<file path="config.mk">
export PLATFORM = sky130hd
export DESIGN_NAME = imem_boot_loader_flat
export DESIGN_NICKNAME = d
export VERILOG_FILES = /design/src/rtl/imem_boot_loader_if.sv /design/src/rtl/imem_boot_loader.sv /design/src/flat_wrapper.sv
export SDC_FILE = /design/constraint.sdc
export NUM_CORES = 1
export LEC_CHECK = 0
export CAP_MARGIN = 20
export CORE_MARGIN = 1
export CORE_UTILIZATION = 60
export DETAILED_ROUTE_END_ITERATION = 7
export PLACE_DENSITY = 0.84
export SLEW_MARGIN = 20
export SYNTH_ARGS = -nofsm -noshare
export SYNTH_HDL_FRONTEND = slang
export SYNTH_SLANG_ARGS = --single-unit
</file>
<file path="constraint.sdc">
create_clock -name clk -period 3.91 [get_ports clk]
set_input_delay 0.782 -clock clk [delete_from_list [all_inputs] [get_ports clk]]
set_output_delay 0.782 -clock clk [all_outputs]
set_load 0.05 [all_outputs]
</file>
<file path="src/rtl/imem_boot_loader_if.sv">
// imem_boot_loader_if
//   Byte-stream input and instruction-memory write bus of the boot loader.
//   master : loader side (accepts bytes, drives memory writes)
//   slave  : environment side (drives bytes, observes memory writes)
//   rx_valid/rx_data/rx_ready : byte stream handshake
//   imem_we/imem_addr/imem_wdata : one-word write port into instruction memory
interface imem_boot_loader_if #(
   parameter int ADDR_W = 8
);
   logic              rx_valid;
   logic [7:0]        rx_data;
   logic              rx_ready;
   logic              imem_we;
   logic [ADDR_W-1:0] imem_addr;
   logic [15:0]       imem_wdata;

   modport master (
      input  rx_valid, rx_data,
      output rx_ready, imem_we, imem_addr, imem_wdata
   );

   modport slave (
      output rx_valid, rx_data,
      input  rx_ready, imem_we, imem_addr, imem_wdata
   );
endinterface

</file>
<file path="src/rtl/imem_boot_loader.sv">
// imem_boot_loader
//   Holds mips_16 in reset while a program image arrives as a byte stream:
//   2-byte big-endian word count N, N words (high byte first), 1 XOR
//   checksum byte over the word bytes. Words are written to addresses
//   0..N-1; on a matching checksum the core is released.
//   clk        : system clock
//   reset      : asynchronous active-low reset
//   bus        : byte stream in, instruction-memory write port out
//   reload     : one-cycle pulse, restarts loading from DONE or ERR
//   core_reset : active-high reset to the core
//   done       : image loaded and verified, core running
//   error      : load failed (oversize count or bad checksum)
module imem_boot_loader #(
   parameter int ADDR_W = 8,
   parameter int DEPTH  = 256
) (
   input  logic                   clk,
   input  logic                   reset,
   imem_boot_loader_if.master     bus,
   input  logic                   reload,
   output logic                   core_reset,
   output logic                   done,
   output logic                   error
);
   localparam logic [2:0] CNT_HI  = 3'd0;
   localparam logic [2:0] CNT_LO  = 3'd1;
   localparam logic [2:0] DATA_HI = 3'd2;
   localparam logic [2:0] DATA_LO = 3'd3;
   localparam logic [2:0] CSUM    = 3'd4;
   localparam logic [2:0] DONE    = 3'd5;
   localparam logic [2:0] ERR     = 3'd6;

   logic [2:0]        state, state_nxt;
   logic [15:0]       cnt;
   logic [ADDR_W-1:0] idx;
   logic [7:0]        csum;
   logic [7:0]        hi_byte;
   logic              acc;
   logic [15:0]       n_new;
   logic              last_word;
   logic              reload_ok;

   // rx_ready is a registered copy of "state accepts bytes", so acc is
   // only ever true in CNT_HI..CSUM.
   assign acc       = bus.rx_valid && bus.rx_ready;
   assign n_new     = {cnt[15:8], bus.rx_data};
   assign last_word = (32'(idx) == (32'(cnt) - 32'd1));
   assign reload_ok = reload && ((state == DONE) || (state == ERR));

   always_comb begin
      state_nxt = state;
      case (state)
         CNT_HI:  if (acc) state_nxt = CNT_LO;
         CNT_LO:
            if (acc) begin
               if (32'(n_new) > 32'(DEPTH)) state_nxt = ERR;
               else if (n_new == 16'd0)     state_nxt = CSUM;
               else                         state_nxt = DATA_HI;
            end
         DATA_HI: if (acc) state_nxt = DATA_LO;
         DATA_LO: if (acc) state_nxt = last_word ? CSUM : DATA_HI;
         CSUM:    if (acc) state_nxt = (bus.rx_data == csum) ? DONE : ERR;
         DONE:    if (reload) state_nxt = CNT_HI;
         ERR:     if (reload) state_nxt = CNT_HI;
         default: state_nxt = CNT_HI;
      endcase
   end

   always_ff @(posedge clk or negedge reset) begin
      if (!reset) begin
         state          <= CNT_HI;
         cnt            <= '0;
         idx            <= '0;
         csum           <= '0;
         hi_byte        <= '0;
         bus.rx_ready   <= 1'b0;
         bus.imem_we    <= 1'b0;
         bus.imem_addr  <= '0;
         bus.imem_wdata <= '0;
         core_reset     <= 1'b1;
         done           <= 1'b0;
         error          <= 1'b0;
      end else begin
         state        <= state_nxt;
         bus.rx_ready <= (state_nxt == CNT_HI) || (state_nxt == CNT_LO) ||
                         (state_nxt == DATA_HI) || (state_nxt == DATA_LO) ||
                         (state_nxt == CSUM);
         core_reset   <= (state_nxt != DONE);
         done         <= (state_nxt == DONE);
         error        <= (state_nxt == ERR);
         bus.imem_we  <= 1'b0;
         if (acc) begin
            case (state)
               CNT_HI:  cnt[15:8] <= bus.rx_data;
               CNT_LO:  cnt[7:0]  <= bus.rx_data;
               DATA_HI: begin
                  hi_byte <= bus.rx_data;
                  csum    <= csum ^ bus.rx_data;
               end
               DATA_LO: begin
                  csum           <= csum ^ bus.rx_data;
                  bus.imem_we    <= 1'b1;
                  bus.imem_addr  <= idx;
                  bus.imem_wdata <= {hi_byte, bus.rx_data};
                  // Hold on the last word so N == DEPTH never wraps idx.
                  if (!last_word) idx <= idx + 1'b1;
               end
               default: ;
            endcase
         end
         if (reload_ok) begin
            cnt  <= '0;
            idx  <= '0;
            csum <= '0;
         end
      end
   end
endmodule

</file>
<file path="src/flat_wrapper.sv">
// flat-port wrapper written by rule: the top's interface ports become plain ports
module imem_boot_loader_flat 
#(
   parameter int ADDR_W = 8,
   parameter int DEPTH  = 256
)
  (clk, reset, reload, core_reset, done, error, bus_rx_valid, bus_rx_data, bus_rx_ready, bus_imem_we, bus_imem_addr, bus_imem_wdata);
  imem_boot_loader_if #(.ADDR_W(ADDR_W)) bus_i ();
  input  logic clk;
  input  logic reset;
  input  logic reload;
  output logic core_reset;
  output logic done;
  output logic error;
  input wire logic [$bits(bus_i.rx_valid)-1:0] bus_rx_valid;
  input wire logic [$bits(bus_i.rx_data)-1:0] bus_rx_data;
  output wire logic [$bits(bus_i.rx_ready)-1:0] bus_rx_ready;
  output wire logic [$bits(bus_i.imem_we)-1:0] bus_imem_we;
  output wire logic [$bits(bus_i.imem_addr)-1:0] bus_imem_addr;
  output wire logic [$bits(bus_i.imem_wdata)-1:0] bus_imem_wdata;
  assign bus_i.rx_valid = bus_rx_valid;
  assign bus_i.rx_data = bus_rx_data;
  assign bus_rx_ready = bus_i.rx_ready;
  assign bus_imem_we = bus_i.imem_we;
  assign bus_imem_addr = bus_i.imem_addr;
  assign bus_imem_wdata = bus_i.imem_wdata;
  imem_boot_loader #(.ADDR_W(ADDR_W), .DEPTH(DEPTH)) u_core (.clk(clk), .reset(reset), .bus(bus_i), .reload(reload), .core_reset(core_reset), .done(done), .error(error));
endmodule
</file>
==> summary.txt, run 1 <==
STA
  – Clock Skews: 0.009094 ns
  – Worst-margin pin slew: 0.6689 ns
  – Number of endpoints failing setup at the final stage: 0
  – Worst hold slack: 0.3713 ns
  – Relative slew margins: 55.24%
  – Period Utilization, post-route: 73.38%
  – Highest clock rate: 0.3485 GHz
  – Aggregate negative setup slack: 0 ns
  – Final hold vios: 0
  – Total count of max-transition violations in the final report: 0
  – Final critical path time including I/O delays and setup: 2.869 ns
  – RSZ-0062 raised after global routing: false

Route
  – Residual DRC: 0
  – Number of violations reported at the end of detailed-routing iteration 0: 153
  – Remaining antenna violation count after routing: 0
  – Pre-Repair DR Iteration Count: 5
  – Avg WL per Cell: 16.34 um
  – Vias per inst: 5.881
  – Overall via count from detail_route: 2976
  – Detailed-route wire length: 8266 um

Logic synthesis
  – Distinct cells, synth: 57
  – Cell area after synthesis: 3665 sq um
  – Synthesized-area fraction occupied by adder cells: 0.6828%
  – Largest family of logic cells by synthesized area: simple AND/OR/NAND/NOR gates
  – Area fraction in compound gates after synthesis: 10.11%
  – Fraction of synthesized cell area taken by the top area cell type: 48.48%
  – Synthesized netlist cell count: 392
  – Share of synthesized area occupied by flip-flops and latches: 49.20%
  – Portion of netlist area occupied by mux cells: 7.955%
  – Synth warnings: 0
  – Flops & latches, synth: 72
  – Top flip-flop cell by instance count after synthesis: dfrtp_1
  – Synthesized-area fraction occupied by and/or/nand/nor cells: 24.27%
  – Cells taking the most area after synthesis: dfrtp_1 (48%), nand2_1 (8.8%), mux2i_1 (5.2%), nor2_1 (4.3%), o21ai_0 (3.3%)
  – Number of synthesized flops with an enable pin: 0
  – Mean area per synthesized cell: 9.349 sq um
  – Async SR Flop Fraction: 100.0%
  – Synthesized netlist net count: 406
  – Cell taking the most area after synthesis: dfrtp_1
  – Post-synthesis share of cell area spent on xor and xnor gates: 3.824%

Power and ir drop
  – Overall power of the completed layout: 3.524 mW
  – P per Cell Area: 822.1 nW/um^2
  – Leak pwr: 1.958 nW
  – Switch share: 45.89%
  – Max VDD drop: 0.5614 mV
  – Switching power: 1.617 mW
  – Internal portion of total power: 1.907 mW
  – Share of power burned in combinational logic: 45.3%
  – Share of total power in the clock network: 16.0%
  – Share of total power in sequential cells: 38.7%

Layout
  – Fraction of layout cells with a size suffix above 1: 10.67%
  – Layout Cells excl Fill: 506
  – Area growth syn-to-layout: 16.97%
  – Final nets: 440
  – Cell area after layout: 4287 sq um
  – Diodes inserted: 0

Clocking
  – Count of hold buffers inserted by post-cts repair: 0
  – Clock-pin transition on the worst setup and hold timing paths: 0.09 ns
  – Clock buffer depth: 2
  – Number of CTS-inserted buffers: 9
  – Clock Tree Root: clkbuf_8
  – Skew-Pair Late Insertion Delay: 0.36 ns
  – Total number of H-tree levels: 3
  – Post-CTS setup buffers: 0
  – Resize count post-CTS: 0
  – Number of sinks on the clock net: 72
  – TritonCTS clock tree: done

Floorplanning
  – Area enclosed by the die boundary: 6425 sq um
  – Row count: 28
  – IO Pins: 41
  – Floorplan Core Area: 5921 sq um
  – Die width: 80.16 um
  – Vertical extent of the die: 80.16 um
  – Starting Density: 61.90%

Setup path
  – Chain of cells forming the critical path: clkdlybuf4s50_1 -> and3b_1 -> nand2_1 -> nor2_1 -> mux2_2
  – Path depth of the worst reg2reg path: 9
  – CP max stage delay: 0.61 ns
  – WP data arrival: 3.11 ns
  – Capturing element type of the critical path: register
  – Critical Path Start Type: input port
  – Data required time at the worst endpoint: 4.15 ns
  – Maximum fanout along the worst path: 13
  – CP Class: in -> reg
  – Critical-path top delay cell: nor2_1

Place
  – Port Buf Inserts: 40
  – Placed standard-cell area: 4099 sq um
  – Final Wtd Congestion: 0.8227
  – Number of placed instances with taps included: 490
  – HPWL after detailed placement: 5666 um

GRT
  – Maximum number of pins on one net before global-route repair: 34
  – Via count of the first global-routing pass: 2763
  – First-pass GRT wire length: 13330 um
  – Antenna violations before repair: 0
  – Final global-route overflow total: 0
  – Overall Global Routing Usage: 27.71%

Worst hold path
  – Worst min-delay path category: in -> async

Outcome
  – Outcome: complete, no violations

Flow run
  – Max-cap violation count: 0
-- sequential cells by signal (all words and copies together), names as in the netlist --
| signal | flops |
|---|---|
| u_core.bus.imem_wdata | 16 |
| u_core.cnt | 16 |
| u_core.bus.imem_addr | 8 |
| u_core.csum | 8 |
| u_core.hi_byte | 8 |
| u_core.idx | 8 |
| u_core.state | 3 |
| u_core.bus.imem_we | 1 |
| u_core.bus.rx_ready | 1 |
| u_core.core_reset | 1 |
| u_core.done | 1 |
| u_core.error | 1 |
-- Yosys cell counts, types with 2 or more instances --
master,n
nor2b_1,3
and2_1,2
xor2_1,6
o21ai_0,24
mux2i_1,19
mux2_2,9
nor3_1,7
nor4_2,4
xnor2_1,10
a31o_1,2
nor2_1,42
nand4_1,3
dfrtp_1,71
a211oi_1,3
or3_1,4
a31oi_1,2
inv_1,9
clkbuf_2,4
or4_1,5
clkbuf_1,17
a21oi_1,9
nand2_1,86
o211ai_1,3
ha_1,2
and3b_1,2
nand3_1,11
nand2b_1,3
-- worst max-delay path, delay by kind of cell --
kind	cells	cell delay, ns
and+or+nand+nor	3	1.42
buffers and inverters	1	0.50
muxes	1	0.41
-- cells in the final DEF (no fill, tap or decap), types with 3 or more instances in the layout --
cell type,instances
a211oi_1,3
a21oi_1,9
buf_4,7
clkbuf_8,9
clkdlybuf4s50_1,39
dfrtp_1,71
inv_1,9
mux2_2,9
mux2i_1,19
nand2_1,86
nand2b_1,3
nand3_1,11
nand4_1,3
nor2_1,42
nor2b_1,3
nor3_1,7
nor4_2,4
o211ai_1,3
o21ai_0,24
or3_1,4
or4_1,5
xnor2_1,10
xor2_1,6
-- path summary, 6_finish.rpt --
| check | start | endpoint | slack, ns |
|---|---|---|---|
| max in group asynchronous | reset | u_core.hi_byte[4] | 2.75 |
| max | bus_rx_valid | u_core.hi_byte[7] | 1.04 |
| max reg2reg | u_core.cnt[0] | u_core.idx[1] | 1.20 |
| min in group clk | u_core.hi_byte[1] | u_core.bus.imem_wdata[9] | 0.47 |
| min reg2reg | u_core.hi_byte[1] | u_core.bus.imem_wdata[9] | 0.47 |
| min | reset | u_core.bus.imem_addr[3] | 0.37 |
-- layer usage --
layer  GRT usage [%]  wire [um]  up-vias
met5               0          0        -
met4           11.43        209        0
met3           5.455        432       27
met2           43.42       3908      101
met1           37.73       3715     1437
li1                -          -     1411
-- power by group through the flow --
stage	Sequential [mW]	Clock, mW	Combinational (mW)
floorplan	1.59	0	0.895
global placement	1.35	0	1.54
detailed placement	1.36	0	1.59
CTS	1.35	0.568	1.60
global route	1.40	0.604	1.73
finish	1.36	0.565	1.60
-- area by class of cell --
class	count	area (sq um)
Sequential cell	72	1803
Tap cell	75	93.84
Inverter	10	37.54
Fill cell	441	1634
Clock inverter	7	63.81
Multi-Input combinational cell	286	1717
Clock buffer	9	123.9
Timing Repair Buffer	47	447.9
-- per-stage QoR --
stage | util, % | worst slack, ns
2_1_floorplan | - | 1.481
3_3_place_gp | 69.23 | 0.8018
3_5_place_dp | 69.23 | 0.7101
4_1_cts | 72.40 | 1.066
5_1_grt | 72.40 | 0.9388
6_report | 72.40 | 1.041
-- cell families after synthesis --
group / count (synthesis)
AOI/OAI and AO/OA: 57
xor gates and xnor gates: 16
DFF: 72
and+or+nand+nor: 183
adders and majority gates: 2
buffers and inverters: 34
muxes: 28
(Power assumes the default switching activity.)
==> run 2, diff against run 1 <==
--- a/config.mk
+++ b/config.mk
@@ -7,9 +7,9 @@
 export LEC_CHECK = 0
 export CAP_MARGIN = 20
 export CORE_MARGIN = 1
-export CORE_UTILIZATION = 60
+export CORE_UTILIZATION = 56
 export DETAILED_ROUTE_END_ITERATION = 7
-export PLACE_DENSITY = 0.84
+export PLACE_DENSITY = 0.79
 export SLEW_MARGIN = 20
 export SYNTH_ARGS = -nofsm -noshare
 export SYNTH_HDL_FRONTEND = slang
==> constraint.sdc (replaced) <==
create_clock -name clk -period 2.74 [get_ports clk]
set_input_delay 0.548 -clock clk [delete_from_list [all_inputs] [get_ports clk]]
set_output_delay 0.548 -clock clk [all_outputs]
set_load 0.05 [all_outputs]
==> run 2 against run 1 <==
  * Critical path depth grew 4
  * Via count grew 1.6%
  * Core utilization shrank 2.7 points
  * Die area grew 7.0%
  * Final cell count grew 3.4%
  * Register-to-register slack lost 0.95 ns
  * Hold slack lost 0.16 ns
  * First-iteration DRC count grew 11%
  * Combinational power grew 50%
  * Final area grew 3.3%
  * Sequential power grew 43%
  * Critical endpoint is now u_core.idx[1]
  * Largest cell class unchanged
==> summary.txt, run 2 (same netlist as run 1, synthesis figures left out) <==
Route
  – Pre-Repair DR Iteration Count: 4 (-1)
  – Vias per inst: 5.782 (-1.7%)
  – Overall via count from detail_route: 3024 (+1.6%)
  – Number of violations reported at the end of detailed-routing iteration 0: 170 (+11%)
  – Residual DRC: 0 (unchanged)
  – Avg WL per Cell: 17.29 um (+5.9%)
  – Remaining antenna violation count after routing: 0 (unchanged)
  – Detailed-route wire length: 9044 um (+9.4%)

GRT
  – Overall Global Routing Usage: 28.28% (+0.57 points)
  – First-pass GRT wire length: 15350 um (+15%)
  – Via count of the first global-routing pass: 3094 (+12%)
  – Final global-route overflow total: 0 (unchanged)
  – Maximum number of pins on one net before global-route repair: 30 (-12%)
  – Antenna violations before repair: 0 (unchanged)

Clocking
  – Clock buffer depth: 2 (unchanged)
  – Count of hold buffers inserted by post-cts repair: 0 (unchanged)
  – TritonCTS clock tree: done
  – Clock-pin transition on the worst setup and hold timing paths: 0.08 ns (about the same)
  – Total number of H-tree levels: 3 (unchanged)
  – Post-CTS setup buffers: 0 (unchanged)
  – Number of sinks on the clock net: 72 (unchanged)
  – Skew-Pair Late Insertion Delay: 0.35 ns (about the same)
  – Clock Tree Root: clkbuf_8
  – Number of CTS-inserted buffers: 9 (unchanged)

Power and ir drop
  – Share of power burned in combinational logic: 46.3% (+1.0 points)
  – Switch share: 44.80% (-1.1 points)
  – Switching power: 2.327 mW (+44%)
  – Leak pwr: 2.040 nW (+4.2%)
  – Max VDD drop: 0.9286 mV (+65%)
  – Internal portion of total power: 2.866 mW (+50%)
  – Share of total power in the clock network: 16.3% (+0.3 points)
  – P per Cell Area: 1173 nW/um^2 (+43%)
  – Share of total power in sequential cells: 37.4% (-1.3 points)

Floorplanning
  – Vertical extent of the die: 82.90 um (+3.4%)
  – Row count: 29 (+3.6%)
  – Floorplan Core Area: 6350 sq um (+7.2%)
  – Area enclosed by the die boundary: 6872 sq um (+7.0%)
  – IO Pins: 41 (unchanged)
  – Die width: 82.90 um (+3.4%)
  – Starting Density: 57.71% (-4.2 points)

Layout
  – Area growth syn-to-layout: 20.83%
  – Diodes inserted: 0 (unchanged)
  – Fillers: 477 (+8.2%)
  – Cell area after layout: 4428 sq um (+3.3%)
  – Fraction of layout cells with a size suffix above 1: 13.45% (+2.8 points)
  – Final nets: 455 (+3.4%)
  – Largest registers ranked by flip-flop count: u_core.bus.imem_wdata x16, u_core.cnt x16
  – Final core utilization: 69.73% (-2.7 points)
  – Leading cell types in the layout, fill and taps excluded: nand2_1 (86), dfrtp_1 (71), nor2_1 (42), clkdlybuf4s50_1 (39), o21ai_0 (24)
  – Layout Cells excl Fill: 523 (+3.4%)
  – Commonest non-fill, non-tap cell in the layout: nand2_1

Place
  – Dpl ws: -0.06438 ns (-0.7745 ns)
  – Final Wtd Congestion: 0.9041 (+9.9%)
  – Placed standard-cell area: 4227 sq um (+3.1%)
  – Port Buf Inserts: 40 (unchanged)
  – Number of placed instances with taps included: 507 (+3.5%)
  – HPWL after detailed placement: 6326 um (+12%)

STA
  – RSZ-0062 raised after global routing: false
  – Number of endpoints failing setup at the final stage: 0 (unchanged)
  – Final critical path time including I/O delays and setup: 2.493 ns
  – Final hold vios: 0 (unchanged)
  – Clock Skews: 0.007821 ns (-0.001273 ns)
  – Period Utilization, post-route: 90.99%
  – Relative slew margins: 56.95% (+1.7 points)
  – Smallest setup slack after layout: 0.2470 ns (-0.7938 ns)
  – Worst hold slack: 0.2088 ns (-0.1626 ns)
  – Total count of max-transition violations in the final report: 0 (unchanged)
  – Worst-margin pin slew: 0.6458 ns (-0.02311 ns)
  – Highest clock rate: 0.4011 GHz

Setup path
  – Capturing element type of the critical path: register
  – Critical Path Start Type: register
  – CP Class: reg -> reg
  – Maximum fanout along the worst path: 7 (-6)
  – Chain of cells forming the critical path: inv_1 -> ha_1 -> nor3b_4 -> or3_1 -> a31o_1 -> a2111o_1 -> o21ai_2 -> mux2i_1 -> nor2_1
  – Critical-path top delay cell: a2111o_1
  – Path depth of the worst reg2reg path: 9 (unchanged)
  – WP data arrival: 2.73 ns (-0.38 ns)
  – Data required time at the worst endpoint: 2.98 ns (-1.17 ns)
  – CP max stage delay: 0.48 ns (-0.13 ns)

Flow run
  – Max-cap violation count: 0 (unchanged)

Worst hold path
  – Worst min-delay path category: in -> async

Outcome
  – Outcome: complete, no violations
## run 2: power by group through the flow
stage | Sequential (mW) | Combinational [mW] | Clock (mW)
global route | 2.00 | 2.60 | 0.905
finish | 1.94 | 2.40 | 0.845
CTS | 1.93 | 2.40 | 0.857
global placement | 1.92 | 2.31 | 0
floorplan | 2.27 | 1.28 | 0
detailed placement | 1.94 | 2.38 | 0
## run 2: worst paths after layout
path	to	slack, ns	startpoint
setup / recovery	u_core.idx[1]	0.25	u_core.cnt[0]
hold / removal	u_core.bus.imem_addr[3]	0.21	reset
setup reg to reg	u_core.idx[1]	0.25	u_core.cnt[0]
hold reg to reg	u_core.bus.imem_wdata[8]	0.47	u_core.hi_byte[0]
max in group asynchronous	u_core.core_reset	1.75	reset
min in group clk	u_core.bus.imem_wdata[8]	0.47	u_core.hi_byte[0]
## run 2: area by class of cell
cell class                      instances  area, sq um  share of cell area (%)
Clock inverter                          6        67.56                   1.526
Clock buffer                           10        127.6                   2.882
Inverter                               10        37.54                  0.8477
Tap cell                               77        96.34                   2.176
Timing Repair Buffer                   62        573.1                   12.94
Multi-Input combinational cell        286         1723                   38.91
Sequential cell                        72         1803                   40.72
## run 2: per-stage QoR
step / setup TNS, ns / power [mW]
after floorplan: 0 / 3.552
after global placement: 0 / 4.233
after detailed placement: -0.1209 / 4.321
after CTS: 0 / 5.185
after global routing: 0 / 5.511
final: 0 / 5.193
## run 2: what timing repair did
item,4_1_cts,5_1_grt
endpoints found under the setup margin,0,4
resized for setup,0,1
endpoints found under the hold margin,0,0
## run 2: layer usage
metal  vias up  track usage, %  part of all wire, %
li1       1435               -                    -
met1      1475           38.79                   45
met2        92           44.56                   48
met3        22           5.567                  4.8
met4         0           11.13                  2.5
met5         -               0                    0
## run 2: critical path: cells and delay by family, from the launching register on
kind	cells	cell delay, ns
multiplexers	1	0.22
AO/OA/AOI/OAI	3	0.97
buffers and inverters	1	0.07
flip-flops	1	0.35
AND/OR/NAND/NOR	3	0.56
adder cells (fa/ha/maj)	1	0.22
==> run 3, diff against run 2 <==
--- a/config.mk
+++ b/config.mk
@@ -9,7 +9,7 @@
 export CORE_MARGIN = 1
 export CORE_UTILIZATION = 56
 export DETAILED_ROUTE_END_ITERATION = 7
-export PLACE_DENSITY = 0.79
+export PLACE_DENSITY = 0.82
 export SLEW_MARGIN = 20
 export SYNTH_ARGS = -nofsm -noshare
 export SYNTH_HDL_FRONTEND = slang
==> run 3 against run 2 <==
  * Largest power group unchanged
  * Clock-buffer cell count unchanged
  * Sequential share of layout area up 0.058 points
  * Final area down 0.14%
  * Total power up 0.60%
  * Clock skew up 0.0023 ns
  * Critical path depth unchanged
  * Critical endpoint is now u_core.idx[7]
  * Core utilization down 0.099 points
  * Register-to-register slack worse by 0.07 ns
  * Non-clock buffer count down 2
  * Sequential power about the same
  * Combinational power about the same
==> summary.txt, run 3 (same netlist as run 1, synthesis figures left out) <==
Outcome
  – Outcome: complete, no violations

Setup path
  – Capturing element type of the critical path: register
  – Number of cells on the critical path: 9 (unchanged)
  – Worst Setup EP: u_core.idx[7]
  – WP data arrival: 2.80 ns (+0.07 ns)
  – Chain of cells forming the critical path: inv_1 -> ha_1 -> nor3b_4 -> nand2_1 -> a31o_1 -> a2111o_1 -> nor2_1 -> o311ai_0 -> o41ai_1
  – Crit path max-delay family: compound AO/OA/AOI/OAI gates
  – Path depth of the worst reg2reg path: 9 (unchanged)
  – Worst setup slack for register-to-register paths: 0.18 ns (-0.07 ns)
  – Critical Path Start Type: register
  – Endpoint of the worst register-to-register path: u_core.idx[7]
  – Reg2Reg Launch Point: u_core.cnt[0]
  – Combined buffer and inverter count along the critical path: 1 (unchanged)
  – CP max stage delay: 0.47 ns (about the same)
  – Critical path startpoint: u_core.cnt[0]
  – Data required time at the worst endpoint: 2.97 ns (about the same)
  – Critical-path top delay cell: a2111o_1
  – Maximum fanout along the worst path: 7 (unchanged)
  – CP Class: reg -> reg

Layout
  – Leading cell types in the layout, fill and taps excluded: nand2_1 (86), dfrtp_1 (71), nor2_1 (42), clkdlybuf4s50_1 (39), o21ai_0 (24)
  – Area growth syn-to-layout: 20.66%
  – Final nets: 453 (-0.44%)
  – Largest registers ranked by flip-flop count: u_core.bus.imem_wdata x16, u_core.cnt x16
  – Fraction of layout cells with a size suffix above 1: 13.29% (-0.16 points)
  – Diodes inserted: 0 (unchanged)
  – Commonest non-fill, non-tap cell in the layout: nand2_1

STA
  – RSZ-0062 raised after global routing: false
  – Highest clock rate: 0.3900 GHz (-2.8%)
  – Total count of max-transition violations in the final report: 0 (unchanged)
  – Number of endpoints failing setup at the final stage: 0 (unchanged)
  – Period Utilization, post-route: 93.57% (+2.6 points)
  – Worst-margin pin slew: 0.5976 ns (-0.04817 ns)
  – Clock Skews: 0.01010 ns (+0.002274 ns)
  – Relative slew margins: 60.16% (+3.2 points)
  – Smallest setup slack after layout: 0.1761 ns (-0.07089 ns)
  – Final critical path time including I/O delays and setup: 2.564 ns (+0.07089 ns)
  – Worst hold slack: 0.1853 ns (-0.02350 ns)
  – Final hold vios: 0 (unchanged)
  – Aggregate negative setup slack: 0 ns (unchanged)

Route
  – Vias per inst: 5.962 (+3.1%)
  – Routed wl met2: 4442 um (+2.7%)
  – Overall via count from detail_route: 3106 (+2.7%)
  – Met3 wire length: 530 um (+22%)
  – Remaining antenna violation count after routing: 0 (unchanged)
  – Residual DRC: 0 (unchanged)
  – Detailed-route wire length: 9147 um (+1.1%)
  – Avg WL per Cell: 17.56 um (+1.5%)
  – Number of violations reported at the end of detailed-routing iteration 0: 187 (+10%)
  – Max layer used: met4
  – Pre-Repair DR Iteration Count: 5 (+1)
  – Length of routed wiring on met1: 3807 um (-6.2%)

Floorplanning
  – Row count: 29 (unchanged)
  – Floorplan Core Area: 6350 sq um (unchanged)
  – Starting Density: 57.71% (unchanged)
  – Area enclosed by the die boundary: 6872 sq um (unchanged)
  – IO Pins: 41 (unchanged)
  – Die width: 82.90 um (unchanged)
  – Vertical extent of the die: 82.90 um (unchanged)

Place
  – HPWL after detailed placement: 6352 um (+0.42%)
  – Dpl ws: 0.07153 ns (+0.1359 ns)
  – Port Buf Inserts: 40 (unchanged)
  – Final Wtd Congestion: 0.9024 (-0.19%)

Clocking
  – Post-CTS setup buffers: 0 (unchanged)
  – Total number of H-tree levels: 3 (unchanged)
  – Clock buffer depth: 2 (unchanged)
  – TritonCTS clock tree: done
  – Number of CTS-inserted buffers: 9 (unchanged)
  – Skew-Pair Late Insertion Delay: 0.35 ns (about the same)
  – Clock-pin transition on the worst setup and hold timing paths: 0.08 ns (about the same)
  – Number of sinks on the clock net: 72 (unchanged)
  – Clock Tree Root: clkbuf_8

Power and ir drop
  – P per Cell Area: 1181 nW/um^2 (+0.74%)
  – Max VDD drop: 0.9100 mV (-2.0%)
  – Leak pwr: 2.045 nW (+0.24%)
  – Overall power of the completed layout: 5.224 mW (+0.60%)

Flow run
  – Max-cap violation count: 0 (unchanged)

GRT
  – Final global-route overflow total: 0 (unchanged)
  – Via count of the first global-routing pass: 3132 (+1.2%)
  – Maximum number of pins on one net before global-route repair: 35 (+17%)
  – Overall Global Routing Usage: 28.67% (+0.40 points)
  – First-pass GRT wire length: 15380 um (+0.23%)
  – Antenna violations before repair: 0 (unchanged)

Worst hold path
  – Worst min-delay path category: in -> async
==> run 3: cell count changes in the layout (fill, tap and decap cells not counted) <==
| cell | previous run | this run |
|---|---|---|
| inv_6 | 1 | 2 |
| clkinv_2 | 1 | 2 |
| clkbuf_1 | 1 | 0 |
| buf_4 | 21 | 19 |
| clkbuf_8 | 9 | 10 |
| clkinvlp_4 | 2 | 0 |
==> run 3: power by group <==
group          leakage, nW  internal [mW]  total, mW  switching [mW]
logic                 1.02          0.958       2.42            1.46
registers            0.921           1.48       1.94           0.462
clock network        0.107          0.450      0.861           0.411
total                 2.04           2.89       5.22            2.34
==> run 3: area by class of cell <==
cell class | count | area, sq um
flip-flops and latches | 72 | 1803
clock buffers | 10 | 137.6
multi-input cells | 286 | 1723
clock inverters | 6 | 66.31
fillers | 478 | 1928
well taps | 77 | 96.34
inverters | 10 | 37.54
repair buffers | 60 | 558.0
==> run 3: how the worst min path moves through the flow <==
stage | startpoint | slack [ns] | endpoint
final | reset | 0.19 | u_core.bus.imem_addr[3]
after global routing | reset | 0.22 | u_core.bus.imem_wdata[8]
after CTS | reset | 0.19 | u_core.bus.imem_wdata[1]
after detailed placement | u_core.hi_byte[7] | 0.45 | u_core.bus.imem_wdata[15]
after global placement | u_core.hi_byte[4] | 0.45 | u_core.bus.imem_wdata[12]
after floorplan | reset | 0.25 | u_core.bus.imem_addr[0]
==> run 3: metrics by stage <==
step           instance area, sq um  util (%)  cells
2_1_floorplan                  3665         -    392
3_3_place_gp                   4212     66.33    505
3_5_place_dp                   4212     66.33    505
4_1_cts                        4415     69.54    521
5_1_grt                        4422     69.64    521
6_report                       4422     69.64    521
==> run 3: layer usage <==
layer / global-route usage [%] / vias to the layer above
met1: 37.72 / 1530
li1: - / 1429
met5: 0 / -
met3: 6.561 / 32
met4: 14.42 / 0
met2: 44.86 / 115
==> run 3: repair_timing <==
| action | CTS | global route |
|---|---|---|
| hold buffers | 0 | 0 |
| gates resized for setup | 0 | 1 |
| endpoints found under the setup margin | 0 | 1 |
